<file path="src/rtl/grey_scan_pkg.sv">
// grey_scan_pkg: shared state type and constants for the digit-scan sequencer.
// Optional feature macro: GREY_SCAN_LZB_EN (leading-zero blanking).
package grey_scan_pkg;

   localparam int NDIG_DEF   = 12;
   localparam int SETTLE_DEF = 2;
   localparam int SELW_DEF   = 6;

   localparam logic [3:0] BLANK  = 4'hF;
   localparam logic [3:0] MAXDIG = 4'd9;

   typedef enum logic [2:0] {
      IDLE,
      SEL,
      CAP,
      OUT,
      DONE
   } state_t;

   // A captured byte is only a legal digit if it is BCD with a clear high nibble.
   function automatic logic bad_digit(input logic [7:0] c);
      return (c[3:0] > MAXDIG) || (c[7:4] != 4'h0);
   endfunction

endpackage

</file>
<file path="src/rtl/grey_scan_if.sv">
// grey_scan_if: valid/ready digit stream from the sequencer to the output stage.
// Signal names match the sequencer's pad-facing port names.
interface grey_scan_if;

   logic       o_valid;
   logic       i_ready;
   logic [3:0] o_digit;
   logic [3:0] o_pos;

   modport master (
      output o_valid,
      output o_digit,
      output o_pos,
      input  i_ready
   );

   modport slave (
      input  o_valid,
      input  o_digit,
      input  o_pos,
      output i_ready
   );

endinterface

</file>
<file path="src/rtl/grey_scan_buf.sv">
// grey_scan_buf: NDIG x 4 snapshot register file.
// One write port at the capture index, one async read port at the stream position.
module grey_scan_buf
   import grey_scan_pkg::*;
#(
   parameter int NDIG = NDIG_DEF
) (
   input  logic       clk,
   input  logic       rst_n,
   input  logic       we,
   input  logic [3:0] widx,
   input  logic [3:0] wdata,
   input  logic [3:0] ridx,
   output logic [3:0] rdata
);

   logic [3:0] mem [NDIG];

   always_ff @(posedge clk or negedge rst_n) begin
      if (!rst_n) begin
         for (int i = 0; i < NDIG; i++) begin
            mem[i] <= 4'h0;
         end
      end else if (we) begin
         mem[widx] <= wdata;
      end
   end

   assign rdata = mem[ridx];

endmodule

</file>
<file path="src/rtl/grey_scan_ctrl.sv">
// grey_scan_ctrl: scans the counter's digit mux into a snapshot, then streams it MS-first.
// Define GREY_SCAN_LZB_EN to blank leading zeros with 4'hF.
module grey_scan_ctrl
   import grey_scan_pkg::*;
#(
   parameter int NDIG   = NDIG_DEF,
   parameter int SETTLE = SETTLE_DEF,
   parameter int SELW   = SELW_DEF
) (
   input  logic            i_clk,
   input  logic            i_rst_n,
   input  logic            i_req,
   input  logic [7:0]      i_cnt,
   output logic [SELW-1:0] o_sel,
   output logic            o_busy,
   output logic            o_done,
   output logic            o_err,
   grey_scan_if.master     st
);

   state_t     state;
   state_t     state_n;
   logic [3:0] idx;
   logic [3:0] pos;
   logic [3:0] rdata;
   logic [7:0] scnt;
   logic       start;
   logic       cap;
   logic       hs;
   logic       blank;

   assign hs = st.o_valid & st.i_ready;

   always_ff @(posedge i_clk or negedge i_rst_n) begin
      if (!i_rst_n) begin
         state <= IDLE;
      end else begin
         state <= state_n;
      end
   end

   always_comb begin
      state_n = state;
      start   = 1'b0;
      cap     = 1'b0;
      unique case (state)
         IDLE: begin
            if (i_req) begin
               start   = 1'b1;
               state_n = SEL;
            end
         end
         SEL: begin
            if (scnt == 8'd1) begin
               state_n = CAP;
            end
         end
         CAP: begin
            cap     = 1'b1;
            state_n = (idx == 4'h0) ? OUT : SEL;
         end
         OUT: begin
            if (hs && pos == 4'h0) begin
               state_n = DONE;
            end
         end
         DONE: begin
            state_n = IDLE;
         end
         default: begin
            state_n = IDLE;
         end
      endcase
   end

   always_ff @(posedge i_clk or negedge i_rst_n) begin
      if (!i_rst_n) begin
         idx   <= 4'h0;
         pos   <= 4'h0;
         scnt  <= 8'h0;
         o_err <= 1'b0;
      end else begin
         if (start) begin
            idx   <= 4'(NDIG - 1);
            scnt  <= 8'(SETTLE);
            o_err <= 1'b0;
         end
         if (state == SEL) begin
            scnt <= scnt - 8'd1;
         end
         if (cap) begin
            o_err <= o_err | bad_digit(i_cnt);
            if (idx != 4'h0) begin
               idx  <= idx - 4'd1;
               scnt <= 8'(SETTLE);
            end else begin
               pos <= 4'(NDIG - 1);
            end
         end
         if (hs && pos != 4'h0) begin
            pos <= pos - 4'd1;
         end
      end
   end

   grey_scan_buf #(
      .NDIG (NDIG)
   ) u_buf (
      .clk   (i_clk),
      .rst_n (i_rst_n),
      .we    (cap),
      .widx  (idx),
      .wdata (i_cnt[3:0]),
      .ridx  (pos),
      .rdata (rdata)
   );

`ifdef GREY_SCAN_LZB_EN
   logic seen;

   // Cleared on the CAP->OUT edge so every frame starts blanking afresh.
   always_ff @(posedge i_clk or negedge i_rst_n) begin
      if (!i_rst_n) begin
         seen <= 1'b0;
      end else if (cap && idx == 4'h0) begin
         seen <= 1'b0;
      end else if (hs && rdata != 4'h0) begin
         seen <= 1'b1;
      end
   end

   assign blank = !seen && rdata == 4'h0 && pos != 4'h0;
`else
   assign blank = 1'b0;
`endif

   // idx rests at 0 outside the burst, which keeps the select parked at 0.
   assign o_sel      = SELW'(idx);
   assign o_busy     = state != IDLE;
   assign o_done     = state == DONE;
   assign st.o_valid = state == OUT;
   assign st.o_pos   = st.o_valid ? pos : 4'h0;
   assign st.o_digit = !st.o_valid ? 4'h0 :
                       blank       ? BLANK : rdata;

endmodule

</file>
<file path="src/flat_wrapper.sv">
// flat-port wrapper written by rule: the top's interface ports become plain ports
module grey_scan_ctrl_flat import grey_scan_pkg::*;
#(
   parameter int NDIG   = NDIG_DEF,
   parameter int SETTLE = SETTLE_DEF,
   parameter int SELW   = SELW_DEF
)
  (i_clk, i_rst_n, i_req, i_cnt, o_sel, o_busy, o_done, o_err, st_o_valid, st_o_digit, st_o_pos, st_i_ready);
  grey_scan_if st_i ();
  input  logic i_clk;
  input  logic i_rst_n;
  input  logic i_req;
  input  logic [7:0] i_cnt;
  output logic [SELW-1:0] o_sel;
  output logic o_busy;
  output logic o_done;
  output logic o_err;
  output wire logic [$bits(st_i.o_valid)-1:0] st_o_valid;
  output wire logic [$bits(st_i.o_digit)-1:0] st_o_digit;
  output wire logic [$bits(st_i.o_pos)-1:0] st_o_pos;
  input wire logic [$bits(st_i.i_ready)-1:0] st_i_ready;
  assign st_o_valid = st_i.o_valid;
  assign st_o_digit = st_i.o_digit;
  assign st_o_pos = st_i.o_pos;
  assign st_i.i_ready = st_i_ready;
  grey_scan_ctrl #(.NDIG(NDIG), .SETTLE(SETTLE), .SELW(SELW)) u_core (.i_clk(i_clk), .i_rst_n(i_rst_n), .i_req(i_req), .i_cnt(i_cnt), .o_sel(o_sel), .o_busy(o_busy), .o_done(o_done), .o_err(o_err), .st(st_i));
endmodule
</file>
<file path="config.mk">
export PLATFORM = sky130hd
export DESIGN_NAME = grey_scan_ctrl_flat
export DESIGN_NICKNAME = d
export VERILOG_FILES = /design/src/rtl/grey_scan_pkg.sv /design/src/rtl/grey_scan_if.sv /design/src/rtl/grey_scan_buf.sv /design/src/rtl/grey_scan_ctrl.sv /design/src/flat_wrapper.sv
export SDC_FILE = /design/constraint.sdc
export NUM_CORES = 1
export LEC_CHECK = 0
export ABC_AREA = 1
export CAP_MARGIN = 20
export CORE_ASPECT_RATIO = 0.75
export CORE_UTILIZATION = 45
export CTS_CLUSTER_DIAMETER = 80
export DETAILED_ROUTE_END_ITERATION = 8
export PLACE_DENSITY = 0.67
export SYNTH_ARGS = -nofsm -noshare
export SYNTH_HDL_FRONTEND = slang
export SYNTH_HIERARCHICAL = 1
export SYNTH_SLANG_ARGS = --single-unit
</file>
<file path="constraint.sdc">
create_clock -name i_clk -period 1.5 [get_ports i_clk]
set_input_delay 0.225 -clock i_clk [delete_from_list [all_inputs] [get_ports i_clk]]
set_output_delay 0.225 -clock i_clk [all_outputs]
set_load 0.02 [all_outputs]
</file>
==> results.ini <==
[die]
core-area_um2 = 7530
die_y_um = 79.3
start_util_pct = 47.6
fp.dieW_um = 105
io_pins = 30
dieArea_um2 = 8330
fp-row-count = 27

[route]
wl_met2_mm = 5.01
wirelength_met1_mm = 4.91
top_layer = met4
post_drt_via_cell_ratio = 5.16
first_iter_violations = 239
drc_errors = 0
vias = 3446
drt-total-wl_mm = 10.7
wl_per_cell_um = 16.0
drtAntennaViolNets = 0
route.met3.wl_um = 637
dr.pass1.iters = 5

[yosys]
synth_xor_xnor_area_share_pct = 0.489
ys_ff_latch = 68
synthDistinctLibCells = 31
yosys.area_share.simple_pct = 30.0
synth_top_family_by_area = simple AND/OR/NAND/NOR gates
syn_inst = 474
yosysWarnings = 6
muxShareOfSynthArea_pct = 0
syn-mean-instance-area_um2 = 7.56
synth.cell_area_um2 = 3580
synth_compound_area_share_pct = 11.2
synthAdderAreaFrac_pct = 1.75
ys_seq_area_share_pct = 47.5

[worst_setup_path]
worst-path-max-fanout = 8
max_stage_delay_ns = 0.45
crit_path_top_delay_cell = dfrtp_2
critical_path.cell_chain = clkinv_4 -> buf_6 -> nand2_2 -> nand2_2 -> nand2_2 -> nand3_2 -> nand3_2 -> nand2_1 -> inv_1 -> nor2_2 -> buf_6
worstPathArrival_ns = 1.72
end_kind = output pin
cp-start-kind = register
cp.required_ns = 1.27
rr_endpoint = u_core/u_buf/mem[6]
cp_common_cell = nand2_2
worst-setup-path-type = reg2out
r2r-start = u_core/state[2]
worstRegToRegCells = 9
rrSetupSlack_ns = -0.15

[timing]
skew_ns = 0.00415
max_freq_mhz = 514
final-hold-violation-count = 0
hold_ws_ns = 0.428
fin_crit_sh_pct = 130
rsz0062_at_grt = yes
finalSetupViolCount = 55
finalCriticalPeriod_ns = 1.95
layout_setup_ws_ns = -0.445
drv_slew = 0

[cts]
path_clk_slew_ns = 0.08
clockBufferDepth = 2
root_buffer = clkbuf_8
numClockSinks = 68
htreeDepth = 3
numCtsBuffers = 9
cts_tree = yes
clk_latency_ns = 0.35

[power]
vdd_drop_max_mv = 0.370
fin_total_pwr_w = 0.00354
p_leak_nw = 2.72
power.density_nw_per_um2 = 672

[place]
place_ws_ns = -0.497
gp_congestion = 0.935
dpl.cell_count = 631
io_buffer_count = 27
dp_hpwl_mm = 6.78

[cells_and_area]
final_nets = 579
area_growth_pct = 47.0
final_cell_mix = nand2_1 (80), dfrtp_1 (63), inv_1 (55), o21ai_1 (44), nand2_2 (42)
final_util_pct = 69.9
layout-drive-gt1-share_pct = 39.0
layout_commonest_cell = nand2_1
final_cells = 668
n_antenna_cell = 0

[min_path]
hold_path.class = in2async

[global_route]
antenna_found_initial = 0
track_usage_pct = 24.9
grt_pass1_wl_mm = 15.6
grt_start_max_net_pins = 69
grt_pass1_vias = 3076
gr-total-overflow = 0

[flow_run]
drv_cap = 0

[outcome]
violations = negative setup slack
status = finished with violations

==> repair_timing <==
| item | CTS | global route |
|---|---|---|
| resized for setup | 123 | 170 |
| pin swaps | 13 | 67 |
| setup buffers | 8 | 12 |
| setup endpoints to repair | 73 | 77 |
| hold buffers | 1 | 0 |
| cloned | 0 | 1 |
| hold endpoints to repair | 68 | 0 |
==> power breakdown <==
| part | switching [W] | internal, W |
|---|---|---|
| clock network | 0.000725 | 0.000861 |
| logic | 0.0000795 | 0.0000429 |
| registers | 0 | 0.00183 |
==> worst max path at each step <==
stage / from / slack [ns] / to
2_1_floorplan: u_core/state[0] / -0.01 / st_o_pos[0]
3_3_place_gp: u_core/pos[0] / -0.48 / st_o_digit[1]
3_5_place_dp: u_core/pos[0] / -0.50 / st_o_digit[0]
4_1_cts: u_core/pos[0] / -0.39 / st_o_digit[2]
5_1_grt: u_core/pos[0] / -0.54 / st_o_digit[3]
6_report: u_core/pos[0] / -0.45 / st_o_digit[3]
==> state kept, by name, indices dropped and copies added (netlist names) <==
signal,flops
u_core/o_err,1
u_core/u_buf/mem,48
u_core/state,3
u_core/idx,4
u_core/scnt,8
u_core/pos,4
==> metal layers <==
layer  track usage [%]  vias up
li1                  -     1677
met1              35.2     1656
met2              36.9      101
met3              8.05       12
met4              6.48        0
met5                 0        -
==> worst max-delay path, delay by kind of cell (launching register included) <==
family | cells | cell delay (ns)
buffers and inverters | 4 | 0.37
flip-flops | 1 | 0.45
AND/OR/NAND/NOR | 7 | 0.54
==> area by class of cell <==
cell class / instances / area, µm²
fill: 557 / 2270
multi-input combinational: 330 / 2080
sequential: 68 / 1710
timing repair buffer: 89 / 878
inverter: 64 / 259
clock buffer: 11 / 151
tap: 101 / 126
clock inverter: 5 / 60.1
==> cell usage after synthesis (all sizes together) <==
cell type / n / area share [%]
o22ai: 1 / 0.17
nand4: 6 / 1.0
nor4: 1 / 0.17
buf: 8 / 1.7
dfrtp: 68 / 47
conb: 1 / 0.10
o21ai: 70 / 9.9
o211ai: 1 / 0.21
nor3: 2 / 0.28
nand2: 141 / 15
ha: 5 / 1.7
nand3b: 1 / 0.21
or2: 1 / 0.17
xnor2: 2 / 0.49
a21oi: 6 / 0.94
clkbuf: 5 / 0.56
nor2: 53 / 6.6
nand3: 38 / 6.1
inv: 64 / 6.7
==> cell families (layout without fill, tap and decap cells) <==
group,Yosys count,after routing
buffers and inverters,77,169
adder cells (fa/ha/maj),5,5
other,1,2
AND/OR/NAND/NOR,243,243
flip-flops,68,68
XOR/XNOR,2,2
AO/OA/AOI/OAI,78,78
==> stage by stage <==
step	setup TNS (ns)	instance area, µm²
after global placement	-5.86	4260
after global routing	-10.87	5270
after floorplan	-0.0446	3600
final	-6.43	5270
after detailed placement	-7.09	4260
after CTS	-2.91	4700
No activity file was read; power rests on OpenSTA's default activity.
